==> src/rtl/sdram_test_pkg.sv <==
// sdram_test_pkg: state encoding and pattern defaults shared by the SDRAM test
// write-side sequencer and read-side checker so both agree on the data pattern.
package sdram_test_pkg;
  typedef enum logic [1:0] {IDLE = 2'd0, CHECK = 2'd1, DONE = 2'd2} state_t;
  localparam int DEF_DW         = 16;
  localparam int DEF_WORD_COUNT = 512;
  localparam int DEF_SEED       = 0;
endpackage

==> src/rtl/sdram_rd_lat_pipe.sv <==
// sdram_rd_lat_pipe: RD_LATENCY-deep delay line of the read strobe; valid marks
// the cycle in which the FIFO read data belonging to a sampled strobe is present.
module sdram_rd_lat_pipe #(
  parameter int RD_LATENCY = 1
) (
  input  logic clk,
  input  logic rst,
  input  logic flush,
  input  logic rd,
  output logic valid
);
  logic [RD_LATENCY-1:0] pipe_q, pipe_d;
  always_comb begin
    pipe_d = '0;
    if (!flush) begin
      pipe_d[0] = rd;
      for (int i = 1; i < RD_LATENCY; i++) pipe_d[i] = pipe_q[i-1];
    end
  end
  always_ff @(posedge clk or posedge rst)
    if (rst) pipe_q <= '0;
    else     pipe_q <= pipe_d;
  assign valid = pipe_q[RD_LATENCY-1];
endmodule

==> src/rtl/sdram_rd_check.sv <==
// sdram_rd_check: checks FIFO read data against a regenerated incrementing pattern.
// Optional watchdog enabled by defining SDRAM_RD_CHECK_TIMEOUT_EN.
module sdram_rd_check
  import sdram_test_pkg::*;
#(
  parameter int            DW          = DEF_DW,
  parameter int            WORD_COUNT  = DEF_WORD_COUNT,
  parameter int            CNT_W       = 10,
  parameter int            RD_LATENCY  = 1,
  parameter logic [DW-1:0] SEED        = DW'(DEF_SEED),
  parameter int            TIMEOUT_CYC = 65535
) (
  input  logic             clk,
  input  logic             rst,
  input  logic             start,
  input  logic             sys_rd,
  input  logic [DW-1:0]    sys_data_out,
  output logic             busy,
  output logic             done,
  output logic             pass,
  output logic [CNT_W-1:0] err_cnt,
  output logic [CNT_W-1:0] first_err_idx,
  output logic [DW-1:0]    first_err_data,
  output logic             timeout
);
  state_t           state_q, state_d;
  logic             busy_q, busy_d, done_q, done_d, pass_q, pass_d, tmo_q, tmo_d;
  logic [CNT_W-1:0] err_q, err_d, fidx_q, fidx_d, idx_q, idx_d;
  logic [DW-1:0]    fdata_q, fdata_d, exp_q, exp_d;
  logic             valid, mism, last, tmo_hit;

  sdram_rd_lat_pipe #(.RD_LATENCY(RD_LATENCY)) u_pipe (
    .clk   (clk),
    .rst   (rst),
    .flush (start),
    .rd    (sys_rd && state_q == CHECK),
    .valid (valid)
  );

`ifdef SDRAM_RD_CHECK_TIMEOUT_EN
  localparam int TW = $clog2(TIMEOUT_CYC + 1);
  logic [TW-1:0] wd_q, wd_d;
  assign wd_d    = (start || valid || state_q != CHECK) ? '0 : wd_q + TW'(1);
  assign tmo_hit = state_q == CHECK && !valid && wd_q == TW'(TIMEOUT_CYC - 1);
  always_ff @(posedge clk or posedge rst)
    if (rst) wd_q <= '0;
    else     wd_q <= wd_d;
`else
  assign tmo_hit = 1'b0;
`endif

  always_comb begin
    mism    = valid && sys_data_out != exp_q;
    last    = valid && idx_q == CNT_W'(WORD_COUNT - 1);
    state_d = state_q;
    busy_d  = busy_q;
    done_d  = done_q;
    pass_d  = pass_q;
    tmo_d   = tmo_q;
    err_d   = err_q;
    fidx_d  = fidx_q;
    fdata_d = fdata_q;
    idx_d   = idx_q;
    exp_d   = exp_q;
    if (start) begin
      state_d = CHECK;
      busy_d  = 1'b1;
      done_d  = 1'b0;
      pass_d  = 1'b0;
      tmo_d   = 1'b0;
      err_d   = '0;
      fidx_d  = '0;
      fdata_d = '0;
      idx_d   = '0;
      exp_d   = SEED;
    end else if (state_q == CHECK) begin
      if (mism && err_q == '0) begin
        fidx_d  = idx_q;
        fdata_d = sys_data_out;
      end
      if (mism && err_q != '1) err_d = err_q + CNT_W'(1);
      if (valid) begin
        idx_d = idx_q + CNT_W'(1);
        exp_d = exp_q + DW'(1);
      end
      // pass must include the compare of the final word, hence err_d
      if (last || tmo_hit) begin
        state_d = DONE;
        busy_d  = 1'b0;
        done_d  = 1'b1;
        pass_d  = !tmo_hit && err_d == '0;
        tmo_d   = tmo_hit;
      end
    end
  end

  always_ff @(posedge clk or posedge rst)
    if (rst) begin
      state_q <= IDLE;
      busy_q  <= 1'b0;
      done_q  <= 1'b0;
      pass_q  <= 1'b0;
      tmo_q   <= 1'b0;
      err_q   <= '0;
      fidx_q  <= '0;
      fdata_q <= '0;
      idx_q   <= '0;
      exp_q   <= SEED;
    end else begin
      state_q <= state_d;
      busy_q  <= busy_d;
      done_q  <= done_d;
      pass_q  <= pass_d;
      tmo_q   <= tmo_d;
      err_q   <= err_d;
      fidx_q  <= fidx_d;
      fdata_q <= fdata_d;
      idx_q   <= idx_d;
      exp_q   <= exp_d;
    end

  assign busy           = busy_q;
  assign done           = done_q;
  assign pass           = pass_q;
  assign err_cnt        = err_q;
  assign first_err_idx  = fidx_q;
  assign first_err_data = fdata_q;
  assign timeout        = tmo_q;
endmodule

==> config.mk <==
export PLATFORM = sky130hd
export DESIGN_NAME = sdram_rd_check
export DESIGN_NICKNAME = d
export VERILOG_FILES = /design/src/rtl/sdram_test_pkg.sv /design/src/rtl/sdram_rd_lat_pipe.sv /design/src/rtl/sdram_rd_check.sv
export SDC_FILE = /design/constraint.sdc
export NUM_CORES = 1
export LEC_CHECK = 0
export CORE_UTILIZATION = 30
export CTS_CLUSTER_SIZE = 28
export DETAILED_ROUTE_END_ITERATION = 8
export GPL_TIMING_DRIVEN = 0
export PLACE_DENSITY = 0.48
export SETUP_SLACK_MARGIN = 0.05
export SYNTH_ARGS = -nofsm -noshare
export SYNTH_HDL_FRONTEND = slang
export SYNTH_SLANG_ARGS = --single-unit
==> constraint.sdc <==
create_clock -name clk -period 2.1 [get_ports clk]
set_clock_uncertainty 0.1 [all_clocks]
set_input_delay 0.21 -clock clk [delete_from_list [all_inputs] [get_ports clk]]
set_output_delay 0.21 -clock clk [all_outputs]
set_load 0.01 [all_outputs]
==> results list <==
* Run status: finished with violations
- The checks that failed: setup timing.
* Remaining antenna violation count after routing: 0
- Inst Count DP: 535
* Sinks on Clock Net: 66
* Net switching fraction of the power: 0.231
- Design Power: 3.42 mW
- TritonCTS built the clock tree.
* Average wire length per cell after detail routing: 15.3 um
* Synth unique cells: 41
* Initial standard-cell utilization of the core: 0.312
* Number of inserted diodes: 0
- Die Span Y: 109 um
* Vias in the first global route: 2797
- The tightest hold path in the finished design has a slack of 0.314 ns.
- The area growth from synthesis to layout is 40.7%.
- The smallest clock period supported by the final layout is computed as 2.11 ns.
- In this run the critical register-to-register path is launched from exp_q[7].
- Combinational group share of total power: 0.096
- Instance area after placement: 4190 um2
- The share of the Yosys chip area taken by registers is 0.482.
* Synth Register Bits: 66
* Critical Path RT: 2.23 ns
- Worst reg2reg path endpoint: pass
- Number of ports placed on the die boundary: 60
* Net count of the mapped netlist: 361
* Flop2flop setup slack: -0.007 ns
- Design Area, Final: 4830 um2
* Sum of overflow across all layers after global routing: 0
- Of the total power, the clock network draws 0.519.
* Total length of routed wires: 8610 um
* Standby leakage power: 2.21 nW
* Final core area utilization: 0.439
* Core Area: 11000 um2
* Max Buffers Root-to-Sink: 2
- Fraction of power consumed by sequential logic: 0.385
- Cell taking the most area after synthesis: sky130_fd_sc_hd__dfrtp_1
- The max-slew violation total from the final report was 0.
- Placed wire-length estimate: 5730 um
* Mean instance size in the synthesized netlist: 10.2 um2
- Number of design rule violations left after detail routing: 0
- The net count of the finished layout is 443.
- Area of the multi-input gates: 1750 um2
- The later pin in the worst-skew pair is clocked with a latency of 0.33 ns.
* Count of max-cap constraint violations: 0
- Across all layers, the routed design uses 2717 vias.
* Depth of the worst register-to-register path: 6
* Number of cells produced by synthesis: 337
- Num CTS Buffers: 9
* Path type of the worst min-delay path: primary input to async pin
- Delay of the slowest cell on the worst path: 0.45 ns
* Final hold vios: 0
- Seq. cell area: 1660 um2
- Violation count after the first detailed-routing iteration: 107
- Setup slack on the critical path of the routed design comes to -0.00707 ns.
* Global Route Usage Sum: 0.158
* H-Tree Depth: 3
* CP cell instances: xor2_1 > nor4_4 > a41oi_4 > a211oi_2 > o2bb2ai_1 > o41ai_2
- Transition time at the pin with the least slew margin: 0.829 ns
- CTS placed an instance of sky130_fd_sc_hd__clkbuf_16 at the clock tree root.
- The analysis attributes to net switching a power of 791 uW.
- Yosys synthesis warning count: 0
- Fraction of post-synthesis cell area in the top cell type by area: 0.482
- Number of antenna violations at the first check in global routing: 0
* Crit start category: flip-flop
- The critical path in this run is classified as flip-flop to flip-flop.
- Measured along the x axis, the die boundary spans 109 um.
- Max FO, Critical Path: 6
- Leaving out filler cells and counting taps, the final layout contains 564.
- The slowest stage of the critical path belongs to the cell sky130_fd_sc_hd__nor4_4.
- Data on the critical path arrives at its endpoint at 2.23 ns.
- The internal power of the cells totals 2.63 mW.
* Number of detailed-route iterations in the first pass: 4
* Number of port buffers: 58
- Wire length of the first global-routing pass: 14300 um
- Mean number of vias per cell: 4.82
- After clock tree synthesis, the clock-pin slew on the worst setup and hold paths is 0.06 ns.
* Peak supply drop: 0.406 mV
- In this run the cell area of the synthesized design comes to 3430 um2.
* Fillers: 1069
* Finish-stage setup viols: 1
- At the end of routability-driven placement, the weighted congestion stood at 0.817.
- Headroom to the max-slew limit came out at 0.447.
- The initialized floorplan defines 38 standard-cell rows.
- Die area: 11900 um2
- Largest net degree at the start of global routing: 67
* Final Cycle Share: 1.00
- Highest achievable clock rate: 475 MHz
* Total power divided by cell area: 709 nW/um2
* Main area contributors after synthesis: sky130_fd_sc_hd__dfrtp_1 (48%), sky130_fd_sc_hd__xor2_1 (9.4%), sky130_fd_sc_hd__mux2i_1 (7.9%)
- RSZ-0062 raised after global routing: true
* Fraction of final layout cells sized beyond drive strength 1: 0.158
* Type of element capturing the critical path: flip-flop
==> critical path, delay by kind of cell (launching register included) <==
family,cells,cell delay [ns]
flip-flops,1,0.39
AND/OR/NAND/NOR,1,0.45
AO/OA/AOI/OAI,4,0.89
XOR/XNOR,1,0.17
==> cells by family after synthesis <==
group,share of synthesized area
AND/OR/NAND/NOR,0.215
AO/OA/AOI/OAI,0.0489
adder cells (fa/ha/maj),0.0146
XOR/XNOR,0.120
flip-flops,0.482
other,0.00109
buffers and inverters,0.0401
multiplexers,0.0788
==> cells in the mapped netlist <==
cell type and count:
sky130_fd_sc_hd__nor4_1 1, sky130_fd_sc_hd__nand3_1 14, sky130_fd_sc_hd__buf_12 2, sky130_fd_sc_hd__buf_1 1, sky130_fd_sc_hd__nand3_2 1, sky130_fd_sc_hd__inv_1 7
sky130_fd_sc_hd__and3_1 5, sky130_fd_sc_hd__o41ai_2 1, sky130_fd_sc_hd__nand4_1 14, sky130_fd_sc_hd__dfrtp_1 66, sky130_fd_sc_hd__nand2_1 18, sky130_fd_sc_hd__buf_4 1
sky130_fd_sc_hd__nand4_2 1, sky130_fd_sc_hd__or3_1 5, sky130_fd_sc_hd__o21ai_1 1, sky130_fd_sc_hd__a211oi_1 3, sky130_fd_sc_hd__buf_6 1, sky130_fd_sc_hd__mux2i_1 27
sky130_fd_sc_hd__o22ai_1 1, sky130_fd_sc_hd__buf_2 3, sky130_fd_sc_hd__nor4_2 4, sky130_fd_sc_hd__nand4b_1 1, sky130_fd_sc_hd__xor2_1 37, sky130_fd_sc_hd__and3b_1 1
sky130_fd_sc_hd__ha_1 4, sky130_fd_sc_hd__and4b_1 1, sky130_fd_sc_hd__nor2_1 61, sky130_fd_sc_hd__xnor2_1 10, sky130_fd_sc_hd__and2_1 2, sky130_fd_sc_hd__o21ai_0 4
sky130_fd_sc_hd__a211o_1 1, sky130_fd_sc_hd__and4_1 7, sky130_fd_sc_hd__nor3_1 3, sky130_fd_sc_hd__conb_1 1, sky130_fd_sc_hd__a21oi_1 11, sky130_fd_sc_hd__nor4b_1 2
sky130_fd_sc_hd__o2bb2ai_1 1, sky130_fd_sc_hd__a41oi_1 2, sky130_fd_sc_hd__nand3b_1 1, sky130_fd_sc_hd__clkbuf_1 9, sky130_fd_sc_hd__a21o_1 1
==> repair_timing <==
item	CTS	global route
endpoints found under the hold margin	0	0
pin swaps	9	9
endpoints found under the setup margin	42	38
setup buffers	11	2
gates cloned	0	2
hold buffers	0	0
gates resized for setup	17	12
==> worst max path at each step <==
stage | from | end | slack (ns)
6_report | exp_q[7] | pass | -0.007
3_3_place_gp | rst | err_cnt[2] | -1.21
2_1_floorplan | exp_q[0] | first_err_data[0] | 0.05
3_5_place_dp | sys_data_out[0] | first_err_data[8] | -0.57
4_1_cts | exp_q[7] | pass | 0.03
5_1_grt | exp_q[6] | pass | -0.15
==> placed cells by master (no fill, tap or decap), drive strengths merged, types with 11 or more instances in the layout <==
| cell type | instances |
|---|---|
| a21oi | 11 |
| buf | 21 |
| clkbuf | 18 |
| clkdlybuf4s50 | 58 |
| dfrtp | 66 |
| mux2i | 27 |
| nand2 | 18 |
| nand3 | 15 |
| nand4 | 15 |
| nor2 | 61 |
| xor2 | 37 |
==> flip-flops by register name, summed over array words and instances (netlist names) <==
signal	cells
pass	1
state_q	2
idx_q	10
first_err_data	16
first_err_idx	10
u_pipe.valid	1
exp_q	16
err_cnt	10
==> layer usage <==
layer / wire length [um] / vias up / global-route usage
li1: - / 1327 / -
met1: 4210 / 1313 / 0.213
met2: 3870 / 68 / 0.252
met3: 426 / 9 / 0.0377
met4: 106 / 0 / 0.0473
met5: 0 / - / 0
==> metrics by stage <==
step            TNS, ns  setup WS (ns)
6_report       -0.00707       -0.00707
5_1_grt           -2.88         -0.145
4_1_cts               0         0.0262
3_5_place_dp     -16.29         -0.565
3_3_place_gp     -95.75          -1.21
2_1_floorplan         0         0.0520
==> cell type report <==
class / instances / share of cell area
Clock inverter: 7 / 0.0257
Clock buffer: 9 / 0.0467
Inverter: 7 / 0.00596
Timing Repair Buffer: 73 / 0.156
Sequential cell: 66 / 0.344
Multi-Input combinational cell: 247 / 0.362
Tap cell: 140 / 0.0363
Buffer: 15 / 0.0231
==> power by group through the flow <==
stage          Clock, mW  Sequential, mW  Combinational, mW
2_1_floorplan          0            1.35              0.157
3_3_place_gp           0            1.34              0.295
3_5_place_dp           0            1.34              0.295
4_1_cts             1.81            1.32              0.316
5_1_grt             1.87            1.32              0.363
6_report            1.77            1.32              0.328
Power figures use the tool's default switching activity.
